$ cat src/rtl/input_debouncer.sv
// Synchronises the raw `in` line and debounces it with a four-state filter FSM, producing a
// registered level, one-cycle rise/fall strobes and a saturating count of rejected glitches.
module input_debouncer #(
    parameter int SYNC_STAGES   = 2,
    parameter int STABLE_CYCLES = 3,
    parameter int CNT_W         = 4,
    parameter int GLITCH_W      = 8
) (
    input  logic                clk,
    input  logic                rst,
    input  logic                in,
    input  logic                en,
    input  logic                glitch_clr,
    output logic                level,
    output logic                rise,
    output logic                fall,
    output logic [GLITCH_W-1:0] glitch_cnt,
    output logic [1:0]          state
);

    typedef enum logic [1:0] {
        LOW   = 2'd0,
        CHK_H = 2'd1,
        HIGH  = 2'd2,
        CHK_L = 2'd3
    } state_t;

    localparam logic [CNT_W-1:0]    CNT_ONE    = {{(CNT_W-1){1'b0}}, 1'b1};
    localparam logic [CNT_W-1:0]    STABLE_N   = CNT_W'(STABLE_CYCLES);
    localparam logic [GLITCH_W-1:0] GLITCH_ONE = {{(GLITCH_W-1){1'b0}}, 1'b1};
    localparam logic [GLITCH_W-1:0] GLITCH_MAX = {GLITCH_W{1'b1}};

    logic [SYNC_STAGES-1:0] sync_q;
    logic                   s;

    state_t                 state_q, state_d;
    logic [CNT_W-1:0]       cnt_q, cnt_d;
    logic [CNT_W-1:0]       cnt_inc;
    logic                   cnt_done;

    logic                   level_q, level_d;
    logic                   rise_q, rise_d;
    logic                   fall_q, fall_d;
    logic [GLITCH_W-1:0]    glitch_q, glitch_d;
    logic                   glitch_ev;

    // Synchroniser keeps sampling even while the filter is frozen.
    always_ff @(posedge clk or posedge rst) begin
        if (rst) begin
            sync_q <= '0;
        end else begin
            sync_q <= {sync_q[SYNC_STAGES-2:0], in};
        end
    end

    assign s        = sync_q[SYNC_STAGES-1];
    assign cnt_inc  = cnt_q + CNT_ONE;
    assign cnt_done = (cnt_inc == STABLE_N);

    always_ff @(posedge clk or posedge rst) begin
        if (rst) begin
            state_q  <= LOW;
            cnt_q    <= '0;
            level_q  <= 1'b0;
            rise_q   <= 1'b0;
            fall_q   <= 1'b0;
            glitch_q <= '0;
        end else begin
            state_q  <= state_d;
            cnt_q    <= cnt_d;
            level_q  <= level_d;
            rise_q   <= rise_d;
            fall_q   <= fall_d;
            glitch_q <= glitch_d;
        end
    end

    always_comb begin
        state_d = state_q;
        cnt_d   = cnt_q;
        if (en) begin
            case (state_q)
                LOW: begin
                    if (s) begin
                        state_d = CHK_H;
                        cnt_d   = CNT_ONE;
                    end
                end
                CHK_H: begin
                    if (!s) begin
                        state_d = LOW;
                        cnt_d   = '0;
                    end else if (cnt_done) begin
                        state_d = HIGH;
                        cnt_d   = '0;
                    end else begin
                        cnt_d   = cnt_inc;
                    end
                end
                HIGH: begin
                    if (!s) begin
                        state_d = CHK_L;
                        cnt_d   = CNT_ONE;
                    end
                end
                CHK_L: begin
                    if (s) begin
                        state_d = HIGH;
                        cnt_d   = '0;
                    end else if (cnt_done) begin
                        state_d = LOW;
                        cnt_d   = '0;
                    end else begin
                        cnt_d   = cnt_inc;
                    end
                end
                default: begin
                    state_d = LOW;
                    cnt_d   = '0;
                end
            endcase
        end
    end

    always_comb begin
        rise_d    = en && (state_q == CHK_H) &&  s && cnt_done;
        fall_d    = en && (state_q == CHK_L) && !s && cnt_done;
        glitch_ev = en && (((state_q == CHK_H) && !s) || ((state_q == CHK_L) && s));

        level_d = level_q;
        if (rise_d) begin
            level_d = 1'b1;
        end else if (fall_d) begin
            level_d = 1'b0;
        end

        // Clear takes priority over a glitch landing in the same cycle.
        glitch_d = glitch_q;
        if (glitch_clr) begin
            glitch_d = '0;
        end else if (glitch_ev && (glitch_q != GLITCH_MAX)) begin
            glitch_d = glitch_q + GLITCH_ONE;
        end
    end

    assign level      = level_q;
    assign rise       = rise_q;
    assign fall       = fall_q;
    assign glitch_cnt = glitch_q;
    assign state      = state_q;

endmodule

$ cat config.mk
export PLATFORM = sky130hd
export DESIGN_NAME = input_debouncer
export DESIGN_NICKNAME = d
export VERILOG_FILES = /design/src/rtl/input_debouncer.sv
export SDC_FILE = /design/constraint.sdc
export NUM_CORES = 1
export LEC_CHECK = 0
export CAP_MARGIN = 20
export CORE_MARGIN = 3
export CORE_UTILIZATION = 54
export DETAILED_ROUTE_END_ITERATION = 10
export PLACE_DENSITY = 0.88
export SLEW_MARGIN = 30
export SYNTH_ARGS = -nofsm -noshare
export SYNTH_HDL_FRONTEND = slang
export SYNTH_SLANG_ARGS = --single-unit
export TNS_END_PERCENT = 10
$ cat constraint.sdc
create_clock -name clk -period 4.09 [get_ports clk]
set_input_delay 0.409 -clock clk [delete_from_list [all_inputs] [get_ports clk]]
set_output_delay 0.409 -clock clk [all_outputs]
set_load 0.02 [all_outputs]
After elaboration in Yosys (flattened, before gate mapping)

Cells that the tools add are included.

Bits in registers: 19
Output and inout bits: 13

Add/subtract/negate cells: 2
Equality and inequality tests: 9
Multiplexer cells: 17
Reduce and logical (&&, ||, !) cells: 17

Operator list:

| kind                                                             | number |
|---|---|
| 4-bit 2-to-1 mux                                                 | 5 |
| 8-bit 2-to-1 mux                                                 | 2 |
| 4-bit case mux with 4 select lines                               | 1 |
| 2-bit 2-to-1 mux                                                 | 6 |
| 1-bit logical AND                                                | 10 |
| 8-bit by 1-bit adder with 8-bit output (second input constant)   | 1 |
| 8-bit != test (second input constant)                            | 1 |
| 2-bit case mux with 4 select lines                               | 1 |
| 3-bit != test (second input constant)                            | 2 |
| 5-bit AND reduction                                              | 1 |
| 4-bit by 1-bit adder with 4-bit output (second input constant)   | 1 |
| 2-bit == test (second input constant)                            | 2 |
| 4-bit by 2-bit == test with 1-bit output (second input constant) | 1 |
| 2-bit != test (second input constant)                            | 2 |
| 2-bit nonzero test                                               | 2 |
| 3-bit AND reduction                                              | 1 |
| 2-bit by 1-bit == test with 1-bit output (second input constant) | 1 |
| 2-bit logical NOT                                                | 1 |
| 1-bit 2-to-1 mux                                                 | 2 |
| 1-bit logical NOT                                                | 1 |
| 1-bit logical OR                                                 | 1 |

Logic depth before layout (Yosys ltp)

Gate-level depths: netlist of the first run.

Word-level depth: 7
Mapped depth: 7

Least setup slack after synthesis of the first run

Ideal clock, no wire load.

Path type: reg2reg
Start: register glitch_q[0] (netlist: glitch_cnt[0])
End: register glitch_q[7] (netlist: glitch_cnt[7])
Data arrival time: 1.684 ns
Data required time: 3.962 ns
Path slack: 2.277 ns
Stages on the path, launching flop included: 7
Buffers on the path: 0
Period minus slack after synthesis: 1.813 ns
Path through: dfrtp_1 > ha_1 > and3_1 > a2111oi_4 > nand3_1 > xor2_1 > nor2_1

Longest elaborated chain between the ends: 3
Elaborated cells between the ends (all ways): 6
Those cells by class: add/sub (1); eq/ne (1); mux (2); reduce/logical (2)

Ends and longest elaborated chain:

| what                                                                    | line     | source |
|---|---|---|
| start, declared                                                         | 44       | `logic [GLITCH_W-1:0] glitch_q, glitch_d;` |
| start signal, assigned                                                  | 74       | `glitch_q <= glitch_d;` |
| 8-bit by 1-bit adder with 8-bit output or 8-bit != test (tied branches) | 142, 141 |  |
| 8-bit 2-to-1 mux or 1-bit logical AND (tied branches)                   | 141      | `end else if (glitch_ev && (glitch_q != GLITCH_MAX)) begin` |
| 8-bit 2-to-1 mux or 2-bit nonzero test (tied branches)                  | -        |  |

Several ways; a longest one is shown, not always the timed one. The select of a mux whose other input is x is not followed.
A chain may end at the register's enable or synchronous reset.

Worst setup path after layout of the first run

Start: input en
End: register level_q (netlist: level)

Longest elaborated chain between the ends: 4
Elaborated cells between the ends (all ways): 8
Those cells by class: mux (1); reduce/logical (7)

Ends and longest elaborated chain:

| what                                                   | line     | source |
|---|---|---|
| start, declared                                        | 12       | `input logic en,` |
| 1-bit logical AND (on tied branches) (3 in series)     | 126, 127 |  |
| 1-bit 2-to-1 mux or 2-bit nonzero test (tied branches) | -        |  |
| end signal, assigned                                   | 71       | `level_q <= level_d;` |
| end, declared                                          | 41       | `logic level_q, level_d;` |

Several ways; a longest one is shown, not always the timed one.

==> results.md, run 1 <==
* # DRC at 0
* Final hold vios at 0
* Die width at around 48 um
* Internal Power at 0.336 mW
* Max Clock Skew at 0.0114 ns
* Number of cell rows at 14
* Yosys cell types at 33
* Clk_lat worst skew at 0.31 ns
* Worst relative slew slack at between 50 and 60%
* Dpl ws at around 1.9 ns
* Peak Freq at 0.514 GHz
* Worst min-delay path category: flop to flop
* Kind of critical path: primary input to flop
* Top FF cell, synth: dfrtp_1
* Die Span Y at 48.4 um
* Clock Sink Count at 19
* Num CTS Buffers at 3
* Mean area per synthesized cell at 10.2 um2
* Antenna cells at 0
* CP arrival at 2.13 ns
* GRT overflow at 0
* # IOs at 18
* Aggregate negative setup slack at 0 ns
* NumNets Final at 123
* Pin count of the biggest net entering global routing at 20
* GRT Total Usage at a little under a fifth
* CTS Buffer Depth at 2
* Fin util at 74.6%
* Cell types occupying the most area after synthesis: dfrtp_1, xor2_1, nor2_1
* Layout cells sized above 1 at under 10%
* Crit share post-route at 47.6%
* Cts hold-fix bufs at 0
* Initial antenna violation count at 0
* First-pass DRT Iterations at 4
* Synth warnings at 0
* #FFs+latches synth at 19
* Endpoint type of the worst setup path: flop
* Die area at roughly 2300 um2
* Clock share of power at between 15 and 20%
* First-pass GRT wire length at 3250 um
* Vias in the first global route at 727
* Port bufs at 17
* Number of max-cap violations at 0
* Yosys top cell by area: dfrtp_1
* DR vias at around 740
* Sequential Power Share at 48.9%
* GPL Wtd Cong at 0.811
* Req. time, crit path at around 4.3 ns
* H-tree depth at 1
* Final setup violation count at 0
* Cell area power density at between 400 and 500 nW/um2
* Worst vdd ir at 0.345 mV
* Worst-path clk slew at 0.10 ns
* Static Leakage at 0.508 nW
* Post-synth EDFFs at 0
* Combinational power share at 33.5%
* Cells after Synth at 95
* Initial Util at 60.9%
* Routed WL at 1820 um
* Sw frac at 37.3%
* Area Overhead vs Synth at 22.6%
* Final setup margin at 2.14 ns
* Crit Path Max Fanout at 7
* RSZ-0062 raised after global routing: no
* CP Launch Type: primary input
* DR iter-0 viols at 24
* CTS tree: yes
* Most common cell in the netlist: dfrtp_1
* Synth async-reset ratio at 100%
* Top cell type's share of synthesized area at 49.0%
* PostCTS Resize Cnt at 0
* Final HPWL DP at between 1000 and 1500 um
* Register area share after synthesis at 49.0%
* Syn_nets at 103
* Min cycle time layout at between 1.5 and 2 ns
* P_sw at 0.200 mW
* Post-route ant nets at 0
* Synth top cells by count: dfrtp_1, nor2_1, nand2_1
* Post-CTS Setup Bufs at 0
* Pin slew with the least headroom to its limit at 0.702 ns
* Mapped Area at 971 um2
* Clk Tree Root Cell: clkbuf_4
* Final Max Slew Viols at 0
* WL per Instance at 13.2 um
* Via density at 5.35
* Status: completed
* CORE AREA at between 1500 and 2000 um2
[stage by stage]
step                hold slack, ns  instances  area (um2)  power [mW]
detailed placement           0.339        134        1160       0.444
finish                       0.366        138        1190       0.536
global route                 0.389        138        1190       0.571
global placement             0.341        134        1160       0.436
floorplan                    0.331         95         971       0.380
CTS                          0.369        138        1190       0.538
[critical path: stages]
cell             delay [ns]
clkdlybuf4s50_1        0.63
nand2_2                0.12
or4_1                  0.55
o41a_2                 0.18
o21ai_1                0.17
a2bb2oi_2              0.08
[path summary, 6_finish.rpt]
check	from	slack, ns	cells after the start	end
worst max-delay path	en	2.14	6	level
worst min-delay path	sync_q[0]	0.37	0	sync_q[1]
worst max register to register	glitch_cnt[0]	2.17	6	glitch_cnt[7]
worst min register to register	sync_q[0]	0.37	0	sync_q[1]
max in group asynchronous	rst	3.14	2	state[0]
min in group asynchronous	rst	0.50	2	glitch_cnt[1]
[per-layer routing]
layer / global-route usage [%] / up-vias / wire length (um)
met4: 11.4 / 0 / 46
met2: 28.4 / 16 / 842
met1: 23.1 / 347 / 860
li1: - / 371 / -
met5: 0 / - / 0
met3: 3.68 / 4 / 72
[final cells by class]
cell class | count | area (um2)
clock inverter | 1 | 5.00
clock buffer | 3 | 22.5
inverter | 5 | 18.8
sequential | 19 | 475
tap | 24 | 30.0
fill | 117 | 404
timing repair buffer | 17 | 170
multi-input combinational | 69 | 468
[registers in the layout (all words and copies together) (netlist names), named ones only]
signal / count
level: 1
sync_q: 2
cnt_q: 4
glitch_cnt: 8
rise: 1
state: 1
fall: 1
[power by group through the flow]
stage / sequential, mW / combinational, mW / clock, mW
detailed placement: 0.265 / 0.179 / 0
floorplan: 0.275 / 0.105 / 0
global placement: 0.263 / 0.174 / 0
global route: 0.268 / 0.201 / 0.103
CTS: 0.261 / 0.180 / 0.0967
finish: 0.262 / 0.179 / 0.0946
[logic make-up (layout without fill, tap and decap cells)]
kind of cell | count (synthesis) | in the layout | synth area share (%)
AND/OR/NAND/NOR | 37 | 37 | 18.6
flip-flops | 19 | 19 | 49.0
AO/OA/AOI/OAI | 19 | 19 | 16.4
multiplexers | 3 | 3 | 3.09
adder cells (fa/ha/maj) | 3 | 3 | 3.87
XOR/XNOR | 7 | 7 | 6.31
buffers and inverters | 7 | 26 | 2.83
[layout by cell type, fill, tap and decap left out, types with 2 or more instances in the layout]
master and count:
a211oi_1 2, a21oi_1 4, and2_1 2, and3_1 2, clkbuf_4 3, clkdlybuf4s50_1 17, dfrtp_1 19, ha_1 3
inv_1 5, mux2i_1 3, nand2_1 9, nand3_1 5, nor2_1 11, nor3_1 2, o21ai_0 3, xnor2_1 2
xor2_1 5
Power figures use the tool's default switching activity.
==> run 2: changes to the inputs <==
Settings changed: CORE_UTILIZATION 54 to 50, PLACE_DENSITY 0.88 to 0.83.
Clock period 4.09 ns to 1.8 ns, I/O delays scaled along.
==> run 2 against run 1 <==
Compared with the run above:
- global-route usage is 0.61 points higher
- non-clock buffer count increased by 10
- worst setup slack worse by 2.1 ns
- final cell count increased by 8.0%
- power up 140%
- largest cell class is now multi-input combinational cells
- highest routed layer unchanged
==> results.md, run 2 (synthesis gave the netlist of run 1 again) <==
* Status: completed
* Endpoint type of the worst setup path: flop
* Number of cell rows at 15 (+1)
* Clock Sink Count at 19 (unchanged)
* CP Launch Type: flop
* Die Span Y at 50.1 um (+3.4%)
* First-pass DRT Iterations at 4 (unchanged)
* Initial Util at 54.5% (-6.5 points)
* Crit Path Max Fanout at 6 (-1)
* Worst-path clk slew at 0.11 ns (about the same)
* CP cell instances: ha_2 > nand2_1 > or4_1 > o41a_2 > o21ai_1 > a2bb2oi_2
* Design Area, Final at 1300 um2 (+9.0%)
* Min cycle time layout at 1.75 ns
* # IOs at 18 (unchanged)
* NumNets Final at 133 (+8.1%)
* Kind of critical path: flop to flop
* Total power at 1.30 mW (+140%)
* Via density at 5.36 (+0.15%)
* RSZ-0062 raised after global routing: yes
* Clk_lat worst skew at 0.30 ns (about the same)
* Sequential cell area at 478 um2 (+0.53%)
* Critical-path top delay cell: or4_1
* Number of flip-flops in the largest register at 8 (unchanged)
* CORE AREA at 1780 um2 (+12%)
* Cell area power density at 1010 nW/um2 (+120%)
* Antenna cells at 0 (unchanged)
* Fillers at 133 (+14%)
* Multi-input logic area at 498 um2 (+6.4%)
* GRT overflow at 0 (unchanged)
* # DRC at 0 (unchanged)
* WL per Instance at 14.2 um (+7.9%)
* Req. time, crit path at 2.00 ns (-2.28 ns)
* CTS tree: yes
* Clk Tree Root Cell: clkbuf_4
* Number of max-cap violations at 0 (unchanged)
* Worst min-delay path category: primary input to async pin
* Die width at 50.1 um (+3.4%)
* Commonest non-fill, non-tap cells in the layout: dfrtp_1, clkdlybuf4s50_1, nor2_1
* CP arrival at 1.95 ns (-0.18 ns)
* Area Overhead vs Synth at 33.6%
* Initial antenna violation count at 0 (unchanged)
* CP peak stage delay at 0.47 ns (-0.16 ns)
* Post-route ant nets at 0 (unchanged)
* Layout cells sized above 1 at 21.8% (+13 points)
* GRT Total Usage at 18.8% (+0.61 points)
* Routed WL at 2120 um (+16%)
* Die area at 2510 um2 (+7.0%)
* Worst relative slew slack at 67.6% (+14 points)
* Final HPWL DP at 1540 um (+12%)
* Final Max Slew Viols at 0 (unchanged)
* Crit share post-route at 97.4%
* DR iter-0 viols at 14 (-42%)
* DR vias at 798 (+8.1%)
* Worst vdd ir at 0.805 mV (+130%)
* Met3 usage in global routing at 3.02% (-0.66 points)
* Final hold vios at 0 (unchanged)
* Peak Freq at 0.570 GHz
* Num CTS Buffers at 3 (unchanged)
* M1 GR Usage at 21.0% (-2.1 points)
* CTS Buffer Depth at 2 (unchanged)
* Area post-placement at 1240 um2 (+6.7%)
* Vias in the first global route at 807 (+11%)
* Final setup violation count at 0 (unchanged)
* Port bufs at 17 (unchanged)
* GPL Wtd Cong at 0.944 (+16%)
* Max Clock Skew at 0.00955 ns (-0.00189 ns)
* Pin slew with the least headroom to its limit at 0.486 ns (-0.216 ns)
* GR Util met2 at 33.0% (+4.6 points)
* Most Crowded Layer GR: met2
* First-pass GRT wire length at 3500 um (+7.7%)
* Fin util at 72.8% (-1.9 points)
* Pin count of the biggest net entering global routing at 13 (-35%)
* H-tree depth at 1 (unchanged)
* Static Leakage at 0.559 nW (+10%)
==> run 2: where the power goes <==
part | switching (mW) | leakage [nW] | internal, mW | total (mW)
clock | 0.129 | 0.0150 | 0.0864 | 0.216
combinational | 0.262 | 0.293 | 0.238 | 0.499
sequential | 0.0945 | 0.251 | 0.495 | 0.589
total | 0.485 | 0.559 | 0.819 | 1.30
==> run 2: final timing paths <==
check | start | depth (start not counted) | to | slack, ns
max in group asynchronous | rst | 3 | glitch_cnt[0] | 1.23
hold reg to reg | sync_q[0] | 0 | sync_q[1] | 0.37
min in group clk | in | 1 | sync_q[0] | 0.31
setup reg to reg | cnt_q[1] | 6 | level | 0.05
hold / removal | rst | 2 | sync_q[0] | 0.1
setup / recovery | cnt_q[1] | 6 | level | 0.05
==> run 2: area by class of cell <==
| type | instances | area share [%] |
|---|---|---|
| clock buffers | 4 | 2.03 |
| inverters | 5 | 1.45 |
| multi-input cells | 69 | 38.4 |
| flip-flops and latches | 19 | 36.8 |
| well taps | 25 | 2.41 |
| repair buffers | 27 | 18.9 |
==> run 2: routing by layer <==
layer	share of wire, %	up-vias	wire length, um
li1	-	393	-
met5	0	-	0
met4	2.3	0	49
met3	2.3	5	49
met1	42	387	885
met2	54	13	1140
==> run 2: through the flow <==
stage          worst slack, ns  TNS [ns]  std cells  hold WS (ns)
2_1_floorplan           0.0175         0         95         0.131
3_3_place_gp           0.00266         0        145         0.338
3_5_place_dp           -0.0459    -0.126        145         0.348
4_1_cts                0.00299         0        149         0.104
5_1_grt                -0.0496    -0.160        149         0.114
6_report                0.0459         0        149        0.0977
==> run 2: timing repair <==
action,in CTS,in global routing
setup buffers,0,0
hold buffers,0,0
endpoints found under the setup margin,0,11
gates resized for setup,0,7
endpoints found under the hold margin,0,0
==> run 2: worst max-delay path, delay by kind of cell (launching register included) <==
kind | cells | cell delay (ns)
compound gates | 3 | 0.44
fa+ha+maj | 1 | 0.24
flops | 1 | 0.44
simple gates | 2 | 0.53
==> run 3: changes to the inputs <==
Settings changed: CELL_PAD_IN_SITES_DETAIL_PLACEMENT set to 0, CELL_PAD_IN_SITES_GLOBAL_PLACEMENT set to 1, CORE_UTILIZATION 50 to 39.
==> run 3 against run 2 <==
Compared with the run above:
- final area increased by 0.58%
- sequential share of layout area decreased by 0.21 points
- hold slack improved by 0.032 ns
- routed wire length fell by 8.6%
- clock power decreased by 2%
- register-to-register slack gained 0.02 ns
- power rose by 0.12%
- count of clock-buffer cells in the layout did not move
- die area up 25%
- clock skew down 0.0067 ns
- sequential power barely moved
==> results.md, run 3 (synthesis gave the netlist of run 1 again) <==
* Cts hold-fix bufs at 0 (unchanged)
* Number of flip-flops in the largest register at 8 (unchanged)
* Pin slew with the least headroom to its limit at 0.348 ns (-0.138 ns)
* Post-CTS Setup Bufs at 0 (unchanged)
* Die Span Y at 55.9 um (+12%)
* Worst relative slew slack at 76.7% (+9.2 points)
* Initial Util at 42.7% (-12 points)
* Final setup violation count at 0 (unchanged)
* GRT overflow at 0 (unchanged)
* Min cycle time layout at 1.73 ns (-0.0247 ns)
* # IOs at 18 (unchanged)
* Crit Reg-Reg Endpoint: level
* NumNets Final at 134 (+0.75%)
* Clock share of power at 16.2% (-0.3 points)
* GRT Total Usage at 14.2% (-4.5 points)
* GPL Wtd Cong at 0.824 (-13%)
* Clk_lat worst skew at 0.30 ns (about the same)
* Internal Power at 0.834 mW (+1.8%)
* Total power at 1.31 mW (+0.12%)
* Peak Freq at 0.578 GHz (+1.4%)
* Crit Path Max Fanout at 6 (unchanged)
* WL per Instance at 12.7 um (-11%)
* CP Launch Type: flop
* Routed WL at 1940 um (-8.6%)
* Combinational power share at 38.5% (+0.2 points)
* Area Overhead vs Synth at 34.4%
* Number of max-cap violations at 0 (unchanged)
* P_sw at 0.472 mW (-2.7%)
* First-pass GRT wire length at 3570 um (+2.0%)
* Initial antenna violation count at 0 (unchanged)
* CORE AREA at 2280 um2 (+28%)
* Num CTS Buffers at 3 (unchanged)
* Worst reg2reg path startpoint: cnt_q[0]
* Aggregate negative setup slack at 0 ns (unchanged)
* Antenna cells at 0 (unchanged)
* Max Clock Skew at 0.00287 ns (-0.00668 ns)
* CP top delay family: flip-flops
* Critical-path top delay cell: dfrtp_2
* Number of cell rows at 17 (+2)
* Endpoint type of the worst setup path: flop
* R2r setup slk at 0.07 ns (+0.02 ns)
* DR iter-0 viols at 18 (+4)
* Crit share post-route at 96.1% (-1.4 points)
* Layout cells sized above 1 at 20.8% (-0.97 points)
* Vias in the first global route at 793 (-1.7%)
* Via density at 5.12 (-4.3%)
* Clock Sink Count at 19 (unchanged)
* CTS tree: yes
* RSZ-0062 raised after global routing: yes
* CP Depth at 7 (+1)
* Commonest non-fill, non-tap cells in the layout: dfrtp_1, clkdlybuf4s50_1, nor2_1, buf_4, nand2_1
* Sw frac at 36.2% (-1.1 points)
* Req. time, crit path at 1.99 ns (about the same)
* Post-route ant nets at 0 (unchanged)
* Worst vdd ir at 0.929 mV (+15%)
* Cell area power density at 1000 nW/um2 (-0.45%)
* Worst-path clk slew at 0.10 ns (about the same)
* Pin count of the biggest net entering global routing at 12 (-1)
* Worst min-delay path category: primary input to async pin
* Sequential Power Share at 45.3% (about the same)
* Die width at 55.9 um (+12%)
* CP arrival at 1.92 ns (-0.03 ns)
* CP peak stage delay at 0.47 ns (about the same)
* Status: completed
* Final hold vios at 0 (unchanged)
* CTS Buffer Depth at 2 (unchanged)
* Reg2reg path depth at 7 (+1)
* # DRC at 0 (unchanged)
* Die area at 3120 um2 (+25%)
* Kind of critical path: flop to flop
* Port bufs at 17 (unchanged)
* Critical path origin: cnt_q[0]
* DR vias at 784 (-1.8%)
* Static Leakage at 0.564 nW (+0.91%)
* Clk Tree Root Cell: clkbuf_4
* First-pass DRT Iterations at 4 (unchanged)
* Final HPWL DP at 1490 um (-3.3%)
* Worst Path Buf+Inv at 1 (+1)
* Final Max Slew Viols at 0 (unchanged)
* CP cell instances: inv_1 > ha_1 > nand2_1 > or4_1 > o41a_2 > o21ai_1 > a2bb2oi_2
* Crit path capture: level
* H-tree depth at 1 (unchanged)
## run 3: cell count changes in the layout (fill, tap and decap cells not counted), sizes merged
cell,delta
buf,+1
## run 3: power groups by stage
| stage | clock network (mW) | logic [mW] | registers [mW] |
|---|---|---|---|
| global route | 0.250 | 0.559 | 0.612 |
| finish | 0.212 | 0.503 | 0.591 |
| global placement | 0 | 0.479 | 0.585 |
| CTS | 0.225 | 0.487 | 0.580 |
| floorplan | 0 | 0.238 | 0.627 |
| detailed placement | 0 | 0.484 | 0.589 |
## run 3: per-layer routing
metal  part of all wire [%]  vias up  wire length, um  global-route usage [%]
li1                       -      392                -                       -
met1                     45      371              878                    18.1
met2                     50       16              967                    24.0
met3                    3.2        5               62                    2.09
met4                    1.5        0               30                    6.10
met5                      0        -                0                       0
## run 3: final cells by class
class                   count  area [um2]
multi-input cells          69         494
fillers                   203         971
clock buffers               4        26.3
repair buffers             28         253
inverters                   5        18.8
flip-flops and latches     19         478
well taps                  28        35.0
## run 3: how the worst min path moves through the flow
stage | start | endpoint | slack, ns | depth (start not counted)
floorplan | rst | async pin | 0.13 | 1
global placement | sync_q[0] | sync_q[1] | 0.33 | 0
detailed placement | sync_q[0] | sync_q[1] | 0.33 | 0
CTS | rst | glitch_cnt[1] | 0.13 | 2
global route | rst | glitch_cnt[0] | 0.14 | 2
finish | rst | glitch_cnt[1] | 0.13 | 2
## run 3: what timing repair did
item	4_1_cts	5_1_grt
endpoints found under the hold margin	0	0
setup endpoints to repair	0	8
gates resized for setup	0	6
## run 3: worst reg2reg max path: cells and delay by family, from the launching register on
kind	cells	cell delay, ns
adder cells (fa/ha/maj)	1	0.17
AO/OA/AOI/OAI	3	0.45
AND/OR/NAND/NOR	2	0.46
buffers and inverters	1	0.09
flip-flops	1	0.47
## run 3: metrics by stage
stage	worst slack (ns)	cells	area (um2)	hold WS, ns	util, %
finish	0.0706	153	1310	0.130	57.3
global route	-0.0519	153	1310	0.141	57.3
CTS	0.0218	153	1280	0.132	56.1
detailed placement	-0.0387	149	1250	0.335	55.0
global placement	-0.00363	149	1250	0.334	55.0
floorplan	0.0175	95	972	0.131	-
